--- config.mk ---
export PLATFORM = sky130hd
export DESIGN_NAME = controlador_execucao
export DESIGN_NICKNAME = d
export VERILOG_FILES = /design/src/rtl/controlador_execucao_pkg.sv /design/src/rtl/controlador_execucao_debounce_botao.sv /design/src/rtl/controlador_execucao.sv
export SDC_FILE = /design/constraint.sdc
export NUM_CORES = 1
export LEC_CHECK = 0
export CAP_MARGIN = 15
export CORE_ASPECT_RATIO = 1.4
export CORE_UTILIZATION = 29
export CTS_BUF_LIST = sky130_fd_sc_hd__clkbuf_16
export CTS_CLUSTER_DIAMETER = 100
export DETAILED_ROUTE_END_ITERATION = 12
export PLACE_DENSITY_LB_ADDON = 0.3
export SLEW_MARGIN = 20
export SYNTH_ARGS = -nofsm -noshare
export SYNTH_HDL_FRONTEND = slang
export SYNTH_HIERARCHICAL = 1
export SYNTH_SLANG_ARGS = --single-unit
--- constraint.sdc ---
create_clock -name Clock -period 2.4 [get_ports Clock]
set_input_delay 0.36 -clock Clock [delete_from_list [all_inputs] [get_ports Clock]]
set_output_delay 0.36 -clock Clock [all_outputs]
set_load 0.05 [all_outputs]
--- src/rtl/controlador_execucao_pkg.sv ---
// Shared definitions for the run controller: FSM state encoding and default widths/limits.
package controlador_execucao_pkg;

  typedef enum logic [1:0] {
    OCIOSO  = 2'd0,
    EXECUTA = 2'd1,
    ERRO    = 2'd2
  } estado_t;

  localparam int CNT_W_PADRAO   = 16;
  localparam int TIMEOUT_PADRAO = 16;

endpackage

--- src/rtl/controlador_execucao_debounce_botao.sv ---
// Pushbutton cleaner: 2-FF synchroniser, stability debounce, 1-cycle pulse on the accepted rising level.
// Raw edge to pulse is 2 + DEBOUNCE_CYCLES cycles; a held button produces a single pulse.
module debounce_botao #(
  parameter int DEBOUNCE_CYCLES = 250000
) (
  input  logic clk,
  input  logic rst_n,
  input  logic botao,
  output logic pulso
);

  localparam int CW = $clog2(DEBOUNCE_CYCLES + 1);

  logic          sinc1;
  logic          sinc2;
  logic          nivel;
  logic          nivel_ant;
  logic [CW-1:0] conta;

  always_ff @(posedge clk or negedge rst_n) begin
    if (!rst_n) begin
      sinc1     <= 1'b0;
      sinc2     <= 1'b0;
      nivel     <= 1'b0;
      nivel_ant <= 1'b0;
      conta     <= '0;
    end else begin
      sinc1     <= botao;
      sinc2     <= sinc1;
      nivel_ant <= nivel;
      // Any sample that agrees with the current level restarts the stability count.
      if (sinc2 == nivel) begin
        conta <= '0;
      end else if (conta == CW'(DEBOUNCE_CYCLES - 1)) begin
        nivel <= sinc2;
        conta <= '0;
      end else begin
        conta <= conta + 1'b1;
      end
    end
  end

  assign pulso = nivel & ~nivel_ant;

endmodule

--- src/rtl/controlador_execucao.sv ---
// Run controller for the multicycle processor: single-step/continuous execution, pause, instruction limit, watchdog.
// Run is registered: a press reaches Run one cycle after the debounced pulse; Run drops on the edge that samples the final Done.
module controlador_execucao
  import controlador_execucao_pkg::*;
#(
  parameter int DEBOUNCE_CYCLES = 250000,
  parameter int TIMEOUT_CYCLES  = TIMEOUT_PADRAO,
  parameter int CNT_W           = CNT_W_PADRAO
) (
  input  logic             Clock,
  input  logic             Resetn,
  input  logic             Botao,
  input  logic             Modo,
  input  logic             Pausa,
  input  logic             Limpa,
  input  logic [CNT_W-1:0] Limite,
  input  logic             Done,
  output logic             Run,
  output logic             Ocupado,
  output logic             Erro,
  output logic             LimiteAtingido,
  output logic [CNT_W-1:0] ContaInstr
);

  localparam int WD_W = $clog2(TIMEOUT_CYCLES + 1);

  estado_t          estado;
  estado_t          estado_nxt;
  logic [CNT_W-1:0] conta_nxt;
  logic [CNT_W-1:0] conta_inc;
  logic [WD_W-1:0]  wd;
  logic [WD_W-1:0]  wd_nxt;
  logic [WD_W-1:0]  wd_inc;
  logic             continuo;
  logic             continuo_nxt;
  logic             stop_req;
  logic             stop_nxt;
  logic             pressao;
  logic             limite_prox;

  debounce_botao #(
    .DEBOUNCE_CYCLES(DEBOUNCE_CYCLES)
  ) u_debounce (
    .clk  (Clock),
    .rst_n(Resetn),
    .botao(Botao),
    .pulso(pressao)
  );

  assign conta_inc      = ContaInstr + 1'b1;
  assign wd_inc         = wd + 1'b1;
  // Limite is compared live, so a change while running applies at the next Done.
  assign limite_prox    = (Limite != '0) && (conta_inc >= Limite);
  assign LimiteAtingido = (Limite != '0) && (ContaInstr >= Limite);
  assign Ocupado        = (estado == EXECUTA);
  assign Erro           = (estado == ERRO);

  always_comb begin
    estado_nxt   = estado;
    conta_nxt    = ContaInstr;
    wd_nxt       = wd;
    continuo_nxt = continuo;
    stop_nxt     = stop_req;

    if (Limpa) begin
      estado_nxt = OCIOSO;
      conta_nxt  = '0;
      wd_nxt     = '0;
      stop_nxt   = 1'b0;
    end else begin
      unique case (estado)
        OCIOSO: begin
          if (pressao && !LimiteAtingido) begin
            estado_nxt   = EXECUTA;
            continuo_nxt = Modo;
            stop_nxt     = 1'b0;
            wd_nxt       = '0;
          end
        end
        EXECUTA: begin
          if (Pausa) begin
            stop_nxt = 1'b1;
          end
          // Done takes precedence over a watchdog expiring in the same cycle.
          if (Done) begin
            conta_nxt = conta_inc;
            wd_nxt    = '0;
            if (!continuo || stop_req || Pausa || limite_prox) begin
              estado_nxt = OCIOSO;
            end
          end else if (wd_inc == WD_W'(TIMEOUT_CYCLES)) begin
            estado_nxt = ERRO;
          end else begin
            wd_nxt = wd_inc;
          end
        end
        ERRO: begin
          estado_nxt = ERRO;
        end
        default: begin
          estado_nxt = OCIOSO;
        end
      endcase
    end
  end

  always_ff @(posedge Clock or negedge Resetn) begin
    if (!Resetn) begin
      estado     <= OCIOSO;
      Run        <= 1'b0;
      ContaInstr <= '0;
      wd         <= '0;
      continuo   <= 1'b0;
      stop_req   <= 1'b0;
    end else begin
      estado     <= estado_nxt;
      Run        <= (estado_nxt == EXECUTA);
      ContaInstr <= conta_nxt;
      wd         <= wd_nxt;
      continuo   <= continuo_nxt;
      stop_req   <= stop_nxt;
    end
  end

endmodule

After elaboration in Yosys (flattened, before gate mapping)
Cells that the tools add are included.
Widths: inputs -> output; s select.

storage, ports and cells
  bits in latches = 0
  ROM bits = 0
  input bits = 23
  output and inout bits = 20
  logic and storage cells = 67
  bits in writable memories = 0
  memories kept = 0
  register bits = 48

cells by class
  $mul = 0
  add/subtract/negate cells = 3
  shift-type cells = 0
  bitwise gates (word level) = 4
  div/mod/pow operators = 0
  reductions and logical operators = 18
  equal/unequal tests = 9
  mux-type cells = 20
  magnitude comparators = 2

operators with widths
  cell                   count
  $mux 16                3
  $mux 18                2
  $ge 16x16->1           2
  $mux 5                 4
  $add 18x1->18 const B  1
  $eq 18x18->1 const B   1
  $add 16x1->16 const B  1
  $reduce_bool 16->1     1
  $mux 2                 5
  $pmux 5 s2             1
  $reduce_and 3->1       3
  $ne 3x3->1 const B     2
  $pmux 2 s3             1
  $add 5x1->5 const B    1
  $eq 5x5->1 const B     1
  $eq 2x1->1 const B     2
  $ne 4x4->1 const B     1
  $reduce_and 2->1       2
  $reduce_bool 2->1      2
  $logic_and 1x1->1      3
  $logic_or 1x1->1       3
  $mux 1                 3
  $not 1->1              3
  $reduce_bool 3->1      1
  other kinds (6)        7

Longest topological paths before layout
Gate-level depths: netlist of run 1.

  depth after elaboration = 9
  mapped depth = 12
  gate-level depth less buffers = 11

Hierarchy
The synthesis of run 1 kept the hierarchy.

modules (own cells, without submodules)
  module                cells each  area an instance (sq um)  instances  seq. area each (sq um)
  controlador_execucao  265         2265.9                    1          650.6
  debounce_botao        100         1061.0                    1          550.5

Least setup slack after synthesis of run 1
Ideal clock, no wire load.

  path type = register to register
  start = register ContaInstr[0]
  end = register Run
  clock period less this slack = 2.908 ns
  data arrival time = 2.826 ns
  buffers on the path = 0
  library setup time = 0.083 ns
  data required time = 2.317 ns
  stages on the path, launching flop included = 11
  path slack = -0.508 ns
  cells stage by stage = dfrtp_1 ha_1 nand3_1 nor4_1 nand3_1 xnor2_1 ha_1 a21o_1 a21oi_1 o2111ai_1 o21ai_0

between the ends
  longest elaborated chain between the ends = 9
  elaborated cells on any way between the ends = 14
  classes of those cells = add/sub: 1; order compare: 2; eq/ne: 1; mux: 5; reduce/logical: 5

RTL lines
  item                      line                         source
  start: declaration        controlador_execucao.sv:22   output logic [CNT_W-1:0] ContaInstr
  start signal: assignment  controlador_execucao.sv:118  ContaInstr <= conta_nxt;
  $add 16x1->16             controlador_execucao.sv:50   assign conta_inc = ContaInstr + 1'b1;
  $ge 16x16->1              controlador_execucao.sv:53   assign limite_prox = (Limite != '0) && (conta_inc >= Limite);
  $logic_and 1x1->1         controlador_execucao.sv:53
  $logic_or 1x1->1          controlador_execucao.sv:88   if (!continuo || stop_req || Pausa || limite_prox) begin
  $mux 2                    controlador_execucao.sv:88
  $mux 2                    controlador_execucao.sv:85   if (Done) begin
  $pmux 2 s3 *              controlador_execucao.sv:71   unique case (estado)
  $mux 2 *                  controlador_execucao.sv:65   if (Limpa) begin
  $eq 2x1->1 *              controlador_execucao.sv:117  Run <= (estado_nxt == EXECUTA);
  end signal: assignment    controlador_execucao.sv:117
  end: declaration          controlador_execucao.sv:18   output logic Run,

Every way passes the cells marked *; elsewhere a longest branch is shown, timed or not.
A chain may end at the register's enable or synchronous reset.

Worst setup path after layout of run 1
  start = register ContaInstr[14]
  end = output LimiteAtingido

between the ends
  longest elaborated chain between the ends = 2

RTL lines
  item               line                        source
  $ge 16x16->1       controlador_execucao.sv:54  assign LimiteAtingido = (Limite != '0) && (ContaInstr >= Limite);
  $logic_and 1x1->1  controlador_execucao.sv:54
  end: declaration   controlador_execucao.sv:21  output logic LimiteAtingido,

Every way passes these cells.

==> results.md, run 1 <==
Outcome:
- The run finished, with violations left.
- The checks that failed: negative setup slack.

Clock tree:
- Clock-pin slew was measured on the worst setup and hold paths at 0.07 ns.
- Clock latency on the worst-skew pair, taken at its later pin, is ~0.29 ns.
- Hold repair after CTS inserted 0 buffers.
- The number of buffers between clock root and the deepest sink is 2.
- The cell at the root of the clock tree is clkbuf_16.
- Clock tree synthesis found a total of 48 sinks.
- The TritonCTS buffer count is 5.
- The total number of H-tree levels is 2.
- TritonCTS built the clock tree.

Detailed routing:
- After detailed routing, the average wire length per cell comes to 13.4 um.
- The final layout contains routed wiring with a total length of 8200 um.
- The routed layout has 2973 vias.
- For this run, the detailed router's first-pass iteration total came to 4.
- In this run, the number of DRC markers left after iteration 0 of detailed routing was 144.
- Once detail routing completed, the nets flagged for antenna violations numbered 0.
- The remaining routing DRC violations is 0.
- Dividing the detail-routed via count by the number of cells gives a little under 5.

Placement:
- The HPWL after detailed placement is around 6500 um.
- The total instance count after detailed placement is between 600 and 700.
- The placement-stage worst setup slack is -0.570 ns.
- The routability-driven placement congestion ratio is 0.848.
- The count of input and output buffers is 42.

Yosys:
- Counting flops with an async set or reset pin after synthesis yields a share of 1.00.
- The post-synthesis simple-gate area fraction is 0.234.
- In this run the cell area of the synthesized design comes to 3330 sq um.
- Of the total synthesized cell area, the portion taken by full adders, half adders and majority gates is 0.132.
- The number of warnings printed during yosys synthesis is 6.
- The portion of synthesized area spent on multiplexers is 0.0109.
- The share of synthesized area in the top cell type comes to 0.361.
- The most frequently used cell type in the post-synthesis netlist is dfrtp_1.
- The xor/xnor share of the synthesized area is 0.0974.
- The number of enable flip-flop cells after synthesis is 0.
- Synthesis inferred 48 register bits.
- When the netlist entered floorplanning its net count stood at 423.
- The synthesized netlist contains 50 unique library cells.
- The most used flip-flop cell after synthesis is dfrtp_1.
- The cell taking the most area after synthesis is dfrtp_1.
- The share of the yosys chip area belonging to registers is 0.361.
- The average cell area after synthesis is slightly above 9 sq um.
- After technology mapping, the gate count stands at around 370.
- Counting instances in the post-synthesis netlist gives the leading cell types as dfrtp_1 (48), ha_1 (35), nor2_1 (35), nand2_1 (33).
- In the post-synthesis netlist, the biggest area contributors are dfrtp_1 (36%), ha_1 (13%), xor2_1 (6.8%).
- After synthesis, the largest family of logic cells by area is simple AND/OR/NAND/NOR gates.
- The complex-gate fraction of the synthesized area is 0.126.

STA:
- Setup total negative slack on the finished layout was measured at -0.450 ns.
- The final clock skew is between 0.005 and 0.006 ns.
- The number of hold violations in the final report was 0.
- The final-report max-slew violation count came to 0.
- At the pin with the least slew margin, the transition time is ~0.56 ns.
- The fraction of the cycle the final worst path needs is 1.07.
- The number of failing setup endpoints in the final timing report is 4.
- Subtracting the final worst setup slack from the clock period gives 2.57 ns.
- In this run the tightest slew margin relative to its limit is 0.624.
- Setup repair after global routing could not meet its margin everywhere.
- The worst-case setup margin in the final layout is -0.168 ns.
- The top achievable clock speed is 389 MHz.

GRT:
- The first global-routing pass estimated approximately 14000 um of wire.
- For this run, the total global-route usage over all layers was measured as 0.150.
- The number of global-route vias before repair is roughly 3100.
- The aggregate global routing overflow is 0.
- Entering global routing, the biggest net connects 31 pins.
- The initial antenna violation count is 0.

Power:
- The power density of the placed cells is 350 nW/um^2.
- The worst supply voltage drop on vdd is 0.330 mV.
- For this design the static power due to leakage is 2.20 nW.

Floorplanning:
- The row count is 45.
- From left edge to right edge, the die measures 92.5 um.
- The core outline area is 11000 sq um.
- For this configuration, the core starts out at a cell density of 0.303.
- The die covers 11900 sq um.
- The floorplan step set the die height to 129 um.
- The count of pins on the block boundary is 43.

Setup path:
- The critical path in this run is classified as flop to output port.
- The critical path goes through ha_4 > a21oi_2 > a21boi_1 > or4_4 > o31ai_4 > inv_1 > buf_6.
- The category of the worst setup path capture point is an output port.
- The data arrival time of the critical path is 2.21 ns.
- The data required time at the worst endpoint is around 2 ns.
- In this run the worst path has a maximum fanout of 3.
- STA classifies the critical path startpoint as a flop.
- The maximum single-stage delay on the critical path is 0.53 ns.
- Among all stages on the critical path, the largest delay is contributed by or4_4.

Hold path:
- The path class of the lowest-slack min-delay path is primary input to async pin.

Layout:
- The net count of the finished layout is 529.
- Leaving out filler cells and counting taps, the final layout contains just over 600.
- The synthesis-to-finish area growth is 43.1%.
- The number of antenna diodes in the final layout is 0.
- The fraction of layout cells with a size suffix above 1 is 0.278.
- The post-layout utilization of the core is 0.434.

Run:
- The max-cap violation count is 0.
-- cell families (layout without fill, tap and decap cells) --
logic type	count (synthesis)	in the layout
buffers and inverters	32	139
xor gates and xnor gates	37	37
and+or+nand+nor	148	148
muxes	3	3
DFF	48	48
AOI/OAI and AO/OA	62	62
adders and majority gates	35	35
-- through the flow --
| step | instance area (sq um) | total power (W) | hold slack (ns) |
|---|---|---|---|
| 2_1_floorplan | 3410 | 0.000890 | 0.0644 |
| 3_3_place_gp | 4420 | 0.000987 | 0.338 |
| 3_5_place_dp | 4420 | 0.000990 | 0.340 |
| 4_1_cts | 4720 | 0.00169 | 0.0380 |
| 5_1_grt | 4760 | 0.00174 | 0.0547 |
| 6_report | 4760 | 0.00167 | 0.0227 |
-- cells in the final DEF, fill, tap and decap left out, drive strengths merged, types with 2 or more instances in the layout --
cell,netlist,final
nand2b,3,3
dfrtp,48,48
clkbuf,4,5
a31oi,2,2
and3,3,3
nand3,20,20
mux2,2,2
xnor2,11,11
nand2,33,33
nor2b,3,3
nor4,8,8
dlygate4sd2,0,8
and2,3,3
buf,2,65
and4,5,5
clkinv,0,2
xor2,26,26
o21ai,14,14
a21o,6,6
or3,7,7
ha,35,35
or4,6,6
nor2,35,35
clkdlybuf4s50,0,31
nand4,9,9
a21oi,22,22
inv,26,27
a311oi,2,2
nor3,6,6
o31ai,7,7
-- path summary, 6_finish.rpt --
check	from	end	slack, ns	cells past startpoint
max	ContaInstr[14]	LimiteAtingido	-0.17	7
min	Resetn	u_debounce/conta[8]	0.02	1
max reg2reg	ContaInstr[0]	estado[0]	-0.14	10
min reg2reg	u_debounce/sinc1	u_debounce/sinc2	0.36	0
max in group asynchronous	Resetn	ContaInstr[0]	1.84	2
min in group Clock	u_debounce/sinc1	u_debounce/sinc2	0.36	0
-- registers in the layout, indices dropped and copies added (netlist names) --
register,cells
u_debounce/nivel_ant,1
wd,5
u_debounce/sinc2,1
u_debounce/nivel,1
continuo,1
estado,2
stop_req,1
ContaInstr,16
u_debounce/conta,18
Run,1
u_debounce/sinc1,1
-- what timing repair did --
action	4_1_cts	5_1_grt
hold endpoints to repair	0	0
pin swaps	23	12
setup buffers	4	1
endpoints found under the setup margin	9	9
resized for setup	33	9
-- power by group --
part	total, W	leakage, nW	switching [W]	internal [W]
registers	0.000819	0.637	0.00000451	0.000814
clock network	0.000683	0.0716	0.000298	0.000384
logic	0.000164	1.50	0.0000810	0.0000835
total	0.00167	2.20	0.000384	0.00128
-- worst max-delay path, delay by kind of cell (launching register included) --
family / cells / cell delay (ns)
and+or+nand+nor: 1 / 0.53
AOI/OAI and AO/OA: 3 / 0.50
DFF: 1 / 0.43
adders and majority gates: 1 / 0.23
buffers and inverters: 2 / 0.23
-- layer usage --
layer  vias to the layer above  part of all wire  GRT usage  routed length [um]
li1                       1518                 -          -                   -
met1                      1414              0.41      0.166                3360
met2                        36              0.54      0.287                4430
met3                         5             0.039     0.0290                 321
met4                         0             0.011     0.0386                  88
met5                         -                 0          0                   0
-- layout make-up --
cell class	count	area (sq um)
Clock buffer	5	125
Sequential cell	48	1220
Inverter	26	100
Timing Repair Buffer	105	906
Tap cell	141	176
Multi-Input combinational cell	285	2210
Fill cell	1094	6220
Clock inverter	3	17.5
Power figures use the tool's default switching activity.
==> run 2: changes to the inputs <==
Settings changed: CORE_MARGIN set to 10, GPL_TIMING_DRIVEN set to 0.
==> run 2 against run 1 <==
  * The flow still finishes with violations (negative setup slack)
  * Clock-buffer cell count stayed put
  * Clock power is 14% higher
  * Non-clock buffer count down 23
  * Power up 4.8%
  * Via count down 1.4%
  * Setup slack worse by 0.014 ns
  * Critical path type is now flop to flop
  * Critical endpoint is now Run
  * Highest routed layer unchanged
==> results.md, run 2 (synthesized netlist as in run 1, its figures left out) <==
Power:
- The share of total power in the clock network is 0.447 (was 0.410).
- The total net switching power is 0.000378 W (was 0.000384 W).
- The power density of the placed cells is 372 nW/um^2 (was 350 nW/um^2).
- The share of total power in sequential cells came to 0.469 (was 0.492).
- The worst supply voltage drop on vdd is 0.318 mV (was 0.330 mV).
- The switching power as a share of total power came to 0.217 (was 0.230).
- The internal power summed over all cells came to 0.00137 W (was 0.00128 W).
- The power after layout is 0.00175 W (was 0.00167 W).
- The proportion of power drawn by combinational gates is 0.084 (was 0.099).
- The leakage power of the design was 2.17 nW (was 2.20 nW).

Clock tree:
- The number of clock sinks is 48 (unchanged).
- The number of buffers between clock root and the deepest sink was 2 (unchanged).
- The clock edge transition at the registers on the reported setup and hold paths was 0.07 ns (about the same).
- The number of buffers inserted by hold repair at cts is 0 (unchanged).
- The insertion delay to the later sink of the worst-skew pair is 0.28 ns (was 0.29 ns).
- The TritonCTS buffer count is 5 (unchanged).
- The total number of H-tree levels was 2 (unchanged).
- The cell at the root of the clock tree is clkbuf_16 (unchanged).
- The CTS tree is built (unchanged).

Outcome:
- Violated checks: negative setup slack (unchanged).
- Outcome: finished with violations (unchanged).

Floorplanning:
- The starting utilization of the core area is 0.295 (was 0.303).
- The core outline area is 11300 sq um (was 11000 sq um).
- The overall die area is 16200 sq um (was 11900 sq um).
- The count of pins on the block boundary is 43 (unchanged).
- The row count is 46 (was 45).
- The chip width came to 111 um (was 92.5 um).
- The die height is 147 um (was 129 um).

Setup path:
- The largest delay contributor family on the critical path was compound AO/OA/AOI/OAI gates (was simple AND/OR/NAND/NOR gates).
- Chain of cells forming the critical path: nand2_2 > or4_4 > nor2_4 > xor2_1 > ha_1 > a21o_1 > a21o_1 > a21oi_2 > o2111ai_2 > o21ai_2 (was ha_4 > a21oi_2 > a21boi_1 > or4_4 > o31ai_4 > inv_1 > buf_6).
- The maximum single-stage delay on the critical path is 0.55 ns (was 0.53 ns).
- The total number of cells along the worst setup path is 10 (was 7).
- The number of buffers and inverters on the critical path is 0 (was 2).
- The type of the worst setup path was flop to flop (was flop to output port).
- The cell with the largest stage delay on the worst path is or4_4 (unchanged).
- By instance count, the cell type seen most on the critical path is a21o_1.
- The number of cells on the worst reg-to-reg path is 10 (unchanged).
- The critical path launch point type is a flop (unchanged).
- The data required time at the worst endpoint is 2.60 ns (was 2.04 ns).
- The data arrival time of the critical path is 2.78 ns (was 2.21 ns).
- The largest fanout on the critical path is 4 (was 3).
- The category of the worst setup path capture point is a flop (was output port).

GRT:
- The met3 capacity usage during global routing came to 0.0187 (was 0.0290).
- The global routing's busiest layer is met2 (unchanged).
- The global-route wire length before repair is 14500 um (was 14200 um).
- The met2 usage in global routing is 0.191 (was 0.287).
- The initial antenna violation count was 0 (unchanged).
- The number of global-route vias before repair is 3017 (was 3067).
- The aggregate global routing overflow is 0 (unchanged).
- The largest net degree at the start of global routing is 49 (was 31).
- The total global-route track usage is 0.103 (was 0.150).
- The met1 usage in global routing was 0.117 (was 0.166).

Layout:
- Largest registers: u_debounce/conta x18, ContaInstr x16, wd x5 (unchanged).
- The commonest non-fill, non-tap cell in the layout is nor2_1 (was buf_4).
- The fill cell instance count of the final layout is 1110 (was 1094).
- The antenna diode count is 0 (unchanged).
- The fraction of layout cells with a size suffix above 1 is 0.258 (was 0.278).
- The number of flip-flops under the largest register name was 18 (unchanged).
- The register bank with the most flops is u_debounce/conta (unchanged).
- The number of nets in the layout is 506 (was 529).
- The cell area after layout is 4690 sq um (was 4760 sq um).
- The synthesis-to-finish area growth came to 41.1% (was 43.1%).
- Highest-count cells in the layout ignoring fill and taps: nor2_1 (34), dfrtp_1 (32), buf_4 (32) (was buf_4 (59), nor2_1 (34), dfrtp_1 (32), nand2_1 (32), clkdlybuf4s50_1 (31)).

Detailed routing:
- The number of detailed-route iterations in the first pass was 4 (unchanged).
- The total via count after detailed routing is 2930 (was 2973).
- The final antenna-violating net count is 0 (unchanged).
- The post-detailed-route wirelength per cell is 14.8 um (was 13.4 um).
- The via density per instance was 4.94 (was 4.85).
- The remaining routing DRC violations is 0 (unchanged).
- The number of DRC markers after the initial detailed-route iteration is 146 (was 144).
- The routed wire length came to 8750 um (was 8200 um).

Hold path:
- The path class of the lowest-slack min-delay path is primary input to async pin (unchanged).

STA:
- The number of failing setup endpoints in the final timing report was 5 (was 4).
- RSZ-0062 raised after global routing: true (unchanged).
- The shortest period the worst path allows is 2.58 ns (was 2.57 ns).
- The fraction of the cycle the final worst path needs is 1.08 (was 1.07).
- The number of hold violations in the final report is 0 (unchanged).
- The final-report max-slew violation count was 0 (unchanged).
- The remaining max-slew budget at the tightest pin is 0.591 (was 0.624).
- The top achievable clock speed is 387 MHz (was 389 MHz).
- The final clock skew is 0.00733 ns (was 0.00578 ns).
- The worst-case setup margin in the final layout is -0.182 ns (was -0.168 ns).
- The transition time of the tightest slew-check pin came to 0.612 ns (was 0.560 ns).

Placement:
- The placed standard-cell area is 4010 sq um (was 4420 sq um).
- The routability-driven placement congestion ratio is 0.810 (was 0.848).
- The detailed placement HPWL was 6370 um (was 6500 um).
- The count of input and output buffers is 42 (unchanged).

Run:
- The max-cap violation count was 0 (unchanged).
==> run 2: path summary, 6_finish.rpt <==
check                                      start  slack [ns]                  end
worst max-delay path               ContaInstr[2]       -0.18                  Run
worst min-delay path                      Resetn        0.09  u_debounce/conta[8]
worst max register to register     ContaInstr[2]       -0.18                  Run
worst min register to register  u_debounce/sinc1        0.35     u_debounce/sinc2
max in group asynchronous                 Resetn        1.85        ContaInstr[0]
min in group Clock              u_debounce/sinc1        0.35     u_debounce/sinc2
==> run 2: layout make-up <==
cell class,instances,area (sq um),share of cell area
timing repair buffer,76,691,0.147
multi-input combinational,285,2290,0.489
clock inverter,3,38.8,0.00826
tap,144,180,0.0384
clock buffer,5,125,0.0267
sequential,48,1220,0.261
inverter,26,100,0.0213
buffer,6,41.3,0.00880
==> run 2: metrics by stage <==
| stage | setup slack, ns | util | hold WS (ns) | std cells | TNS (ns) |
|---|---|---|---|---|---|
| 4_1_cts | -0.247 | 0.399 | 0.114 | 579 | -0.707 |
| 2_1_floorplan | -0.0961 | - | 0.0644 | 365 | -0.270 |
| 6_report | -0.182 | 0.416 | 0.0907 | 593 | -0.633 |
| 3_5_place_dp | -1.11 | 0.356 | 0.336 | 551 | -5.31 |
| 3_3_place_gp | -1.11 | 0.356 | 0.335 | 551 | -33.18 |
| 5_1_grt | -0.296 | 0.416 | 0.142 | 593 | -1.16 |
==> run 2: timing repair <==
item,4_1_cts,5_1_grt
setup endpoints to repair,9,9
setup buffers,20,14
resized for setup,45,23
pin swaps,27,27
==> run 2: layer usage <==
layer  part of all wire  wire length [um]
met5                  0                 0
met4              0.020               174
met3              0.032               281
met2               0.53              4650
met1               0.42              3650
==> run 2: worst register-to-register path, cell delays in order, from the launching register on <==
cell and delay [ns]:
dfrtp_2 0.42, nand2_2 0.07, or4_4 0.55, nor2_4 0.11, xor2_1 0.16, ha_1 0.26, a21o_1 0.18, a21o_1 0.18
a21oi_2 0.19, o2111ai_2 0.17, o21ai_2 0.20
==> run 2: power by group through the flow <==
stage          Combinational [W]  Clock [W]  Sequential [W]
5_1_grt                 0.000168   0.000821        0.000820
6_report                0.000147   0.000779        0.000819
3_3_place_gp            0.000130          0        0.000834
2_1_floorplan          0.0000561          0        0.000834
4_1_cts                 0.000148   0.000797        0.000819
3_5_place_dp            0.000132          0        0.000834
==> run 3: changes to the inputs <==
Settings changed: CORE_MARGIN 10 to 4, CTS_CLUSTER_SIZE set to 30.
==> run 3 against run 2 <==
  * The run still ends with negative setup slack left
  * Setup slack got worse by 0.0020 ns
  * Sequential cell count stayed put
  * Die area fell by 18%
  * Maximum frequency hardly changed
  * Global-route usage is 2.6 points higher
  * Register-to-register slack improved by 0.05 ns
  * Hold slack got worse by 0.011 ns
  * Core utilization shrank 0.90 points
  * Clock-buffer cell count unchanged
==> results.md, run 3 (synthesized netlist as in run 1, its figures left out) <==
Power:
- The switching power as a share of total power is 0.228 (was 0.217).
- The leakage power of the design is 2.11 nW (was 2.17 nW).
- The power density of the placed cells came to 355 nW/um^2 (was 372 nW/um^2).
- The share of total power in sequential cells is 0.502 (was 0.469).
- The power after layout is 0.00163 W (was 0.00175 W).
- The internal power summed over all cells is 0.00126 W (was 0.00137 W).
- The share of total power in the clock network is 0.408 (was 0.447).
- The worst supply voltage drop on vdd came to 0.253 mV (was 0.318 mV).
- The total net switching power is 0.000371 W (was 0.000378 W).
- The proportion of power drawn by combinational gates was 0.090 (was 0.084).

Layout:
- The synthesis-to-finish area growth is 38.0% (was 41.1%).
- The register bank with the most flops is u_debounce/conta (unchanged).
- The number of flip-flops under the largest register name is 18 (unchanged).
- The commonest non-fill, non-tap cell in the layout is nor2_1 (unchanged).
- Largest registers: u_debounce/conta x18, ContaInstr x16, wd x5 (unchanged).
- The antenna diode count is 0 (unchanged).
- Highest-count cells in the layout ignoring fill and taps: nor2_1 (33), dfrtp_1 (32), nand2_1 (31), clkdlybuf4s50_1 (31), buf_4 (30) (was nor2_1 (34), dfrtp_1 (32), buf_4 (32)).
- The fill cell instance count of the final layout is 1149 (was 1110).
- The fraction of layout cells with a size suffix above 1 was 0.242 (was 0.258).
- The number of nets in the layout came to 503 (was 506).
- The non-filler instance count after layout is 590 (was 593).
- The post-layout utilization of the core is 0.407 (was 0.416).

Detailed routing:
- The via density per instance is 4.98 (was 4.94).
- The remaining routing DRC violations came to 0 (unchanged).
- The number of detailed-route iterations in the first pass is 4 (unchanged).
- The post-detailed-route wirelength per cell is 14.3 um (was 14.8 um).
- The routed wire length is 8450 um (was 8750 um).
- The final antenna-violating net count came to 0 (unchanged).
- The number of DRC markers after the initial detailed-route iteration is 128 (was 146).
- The total via count after detailed routing is 2940 (was 2930).

Placement:
- The detailed placement HPWL is 6170 um (was 6370 um).
- The routability-driven placement congestion ratio was 0.865 (was 0.810).
- The count of input and output buffers is 42 (unchanged).
- The total instance count after detailed placement is 551 (unchanged).
- The placement-stage worst setup slack is -1.11 ns (about the same).

STA:
- The top achievable clock speed came to 387 MHz (about the same).
- The remaining max-slew budget at the tightest pin is 0.592 (was 0.591).
- RSZ-0062 raised after global routing: true (unchanged).
- The transition time of the tightest slew-check pin is 0.609 ns (was 0.612 ns).
- The final-report max-slew violation count came to 0 (unchanged).
- The number of failing setup endpoints in the final timing report is 4 (was 5).
- The worst-case setup margin in the final layout came to -0.184 ns (was -0.182 ns).
- The number of hold violations in the final report was 0 (unchanged).
- The final clock skew is 0.00866 ns (was 0.00733 ns).
- The shortest period the worst path allows was 2.58 ns (about the same).
- The fraction of the cycle the final worst path needs is 1.08 (about the same).

Setup path:
- The endpoint of the lowest-slack register-to-register path is Run (unchanged).
- The largest fanout on the critical path is 2 (was 4).
- The data arrival time of the critical path is 2.22 ns (was 2.78 ns).
- The type of the worst setup path is primary input to output port (was flop to flop).
- The startpoint of the lowest-slack register-to-register path is ContaInstr[0] (was ContaInstr[2]).
- The critical path launch point type is a primary input (was flop).
- The category of the worst setup path capture point is an output port (was flop).
- The data required time at the worst endpoint is 2.04 ns (was 2.60 ns).
- The number of cells on the worst reg-to-reg path is 10 (unchanged).
- The internal reg-to-reg setup slack is -0.13 ns (was -0.18 ns).

Floorplanning:
- The overall die area is 13300 sq um (was 16200 sq um).
- The count of pins on the block boundary is 43 (unchanged).
- The chip width is 98.5 um (was 111 um).
- The starting utilization of the core area is 0.295 (unchanged).
- The die height is 135 um (was 147 um).
- The core outline area is 11300 sq um (unchanged).
- The row count is 46 (unchanged).

Clock tree:
- The TritonCTS buffer count is 5 (unchanged).
- The insertion delay to the later sink of the worst-skew pair is 0.28 ns (about the same).
- The CTS tree is built (unchanged).
- The number of buffers between clock root and the deepest sink is 2 (unchanged).
- The number of clock sinks was 48 (unchanged).
- The cell at the root of the clock tree was clkbuf_16 (unchanged).
- The number of buffers inserted by hold repair at cts was 0 (unchanged).
- The clock edge transition at the registers on the reported setup and hold paths came to 0.07 ns (about the same).
- The total number of H-tree levels was 2 (unchanged).

GRT:
- The global routing's busiest layer is met2 (unchanged).
- The initial antenna violation count is 0 (unchanged).
- The met2 usage in global routing is 0.234 (was 0.191).
- The aggregate global routing overflow is 0 (unchanged).
- The met1 usage in global routing is 0.146 (was 0.117).
- The number of global-route vias before repair is 3055 (was 3017).
- The largest net degree at the start of global routing came to 49 (unchanged).
- The met3 capacity usage during global routing is 0.0305 (was 0.0187).
- The total global-route track usage is 0.129 (was 0.103).
- The global-route wire length before repair is 14300 um (was 14500 um).

Run:
- The max-cap violation count is 0 (unchanged).

Outcome:
- Violated checks: negative setup slack (unchanged).
- Outcome: finished with violations (unchanged).

Hold path:
- The path class of the lowest-slack min-delay path is primary input to async pin (unchanged).
## run 3: cell count changes in the layout (fill, tap and decap cells not counted), moves of 2 or more
cell and change:
inv_1 -2, nor2_2 +2, xnor2_2 -2, ha_1 +2, ha_2 -2, buf_4 -2
xnor2_1 +2
## run 3: metrics by stage
step / setup TNS (ns) / hold WS [ns] / cell area (sq um)
6_report: -0.429 / 0.0796 / 4590
5_1_grt: -0.961 / 0.139 / 4590
4_1_cts: -0.835 / 0.114 / 4520
3_5_place_dp: -5.39 / 0.339 / 4010
3_3_place_gp: -34.46 / 0.336 / 4020
2_1_floorplan: -0.270 / 0.0644 / 3410
## run 3: worst max path at each step
stage             startpoint             end  cells after the start
2_1_floorplan  ContaInstr[1]             Run                     10
3_5_place_dp      Limite[14]  LimiteAtingido                      9
5_1_grt        ContaInstr[0]  LimiteAtingido                      8
6_report           Limite[1]  LimiteAtingido                      8
4_1_cts        ContaInstr[0]  LimiteAtingido                      8
3_3_place_gp      Limite[14]  LimiteAtingido                      9
## run 3: power by group through the flow
stage	combinational, W	sequential, W	clock (W)
2_1_floorplan	0.0000561	0.000834	0
3_3_place_gp	0.000130	0.000834	0
3_5_place_dp	0.000132	0.000834	0
4_1_cts	0.000148	0.000819	0.000685
5_1_grt	0.000167	0.000820	0.000722
6_report	0.000147	0.000819	0.000665
## run 3: cell type report
type                            count  area, sq um  area share
Buffer                              6         37.5     0.00817
Sequential cell                    48         1220       0.266
Timing Repair Buffer               73          659       0.144
Clock buffer                        5          125      0.0272
Inverter                           26          100      0.0218
Clock inverter                      3         13.8     0.00300
Multi-Input combinational cell    285         2250       0.490
Tap cell                          144          180      0.0392
## run 3: repair_timing
item,4_1_cts,5_1_grt
endpoints found under the setup margin,9,10
gates resized for setup,47,16
pin swaps,30,6
buffers inserted,28,4
## run 3: routing by layer
metal | routed length (um) | up-vias
met3 | 425 | 19
met5 | 0 | -
met2 | 4400 | 51
met4 | 245 | 0
li1 | - | 1463
met1 | 3380 | 1407
## run 3: critical path, cell delays in order
cell             delay [ns]
clkdlybuf4s50_1        0.47
inv_1                  0.09
ha_4                   0.23
a2111oi_4              0.33
and4bb_2               0.30
o31ai_4                0.20
inv_1                  0.08
buf_6                  0.15
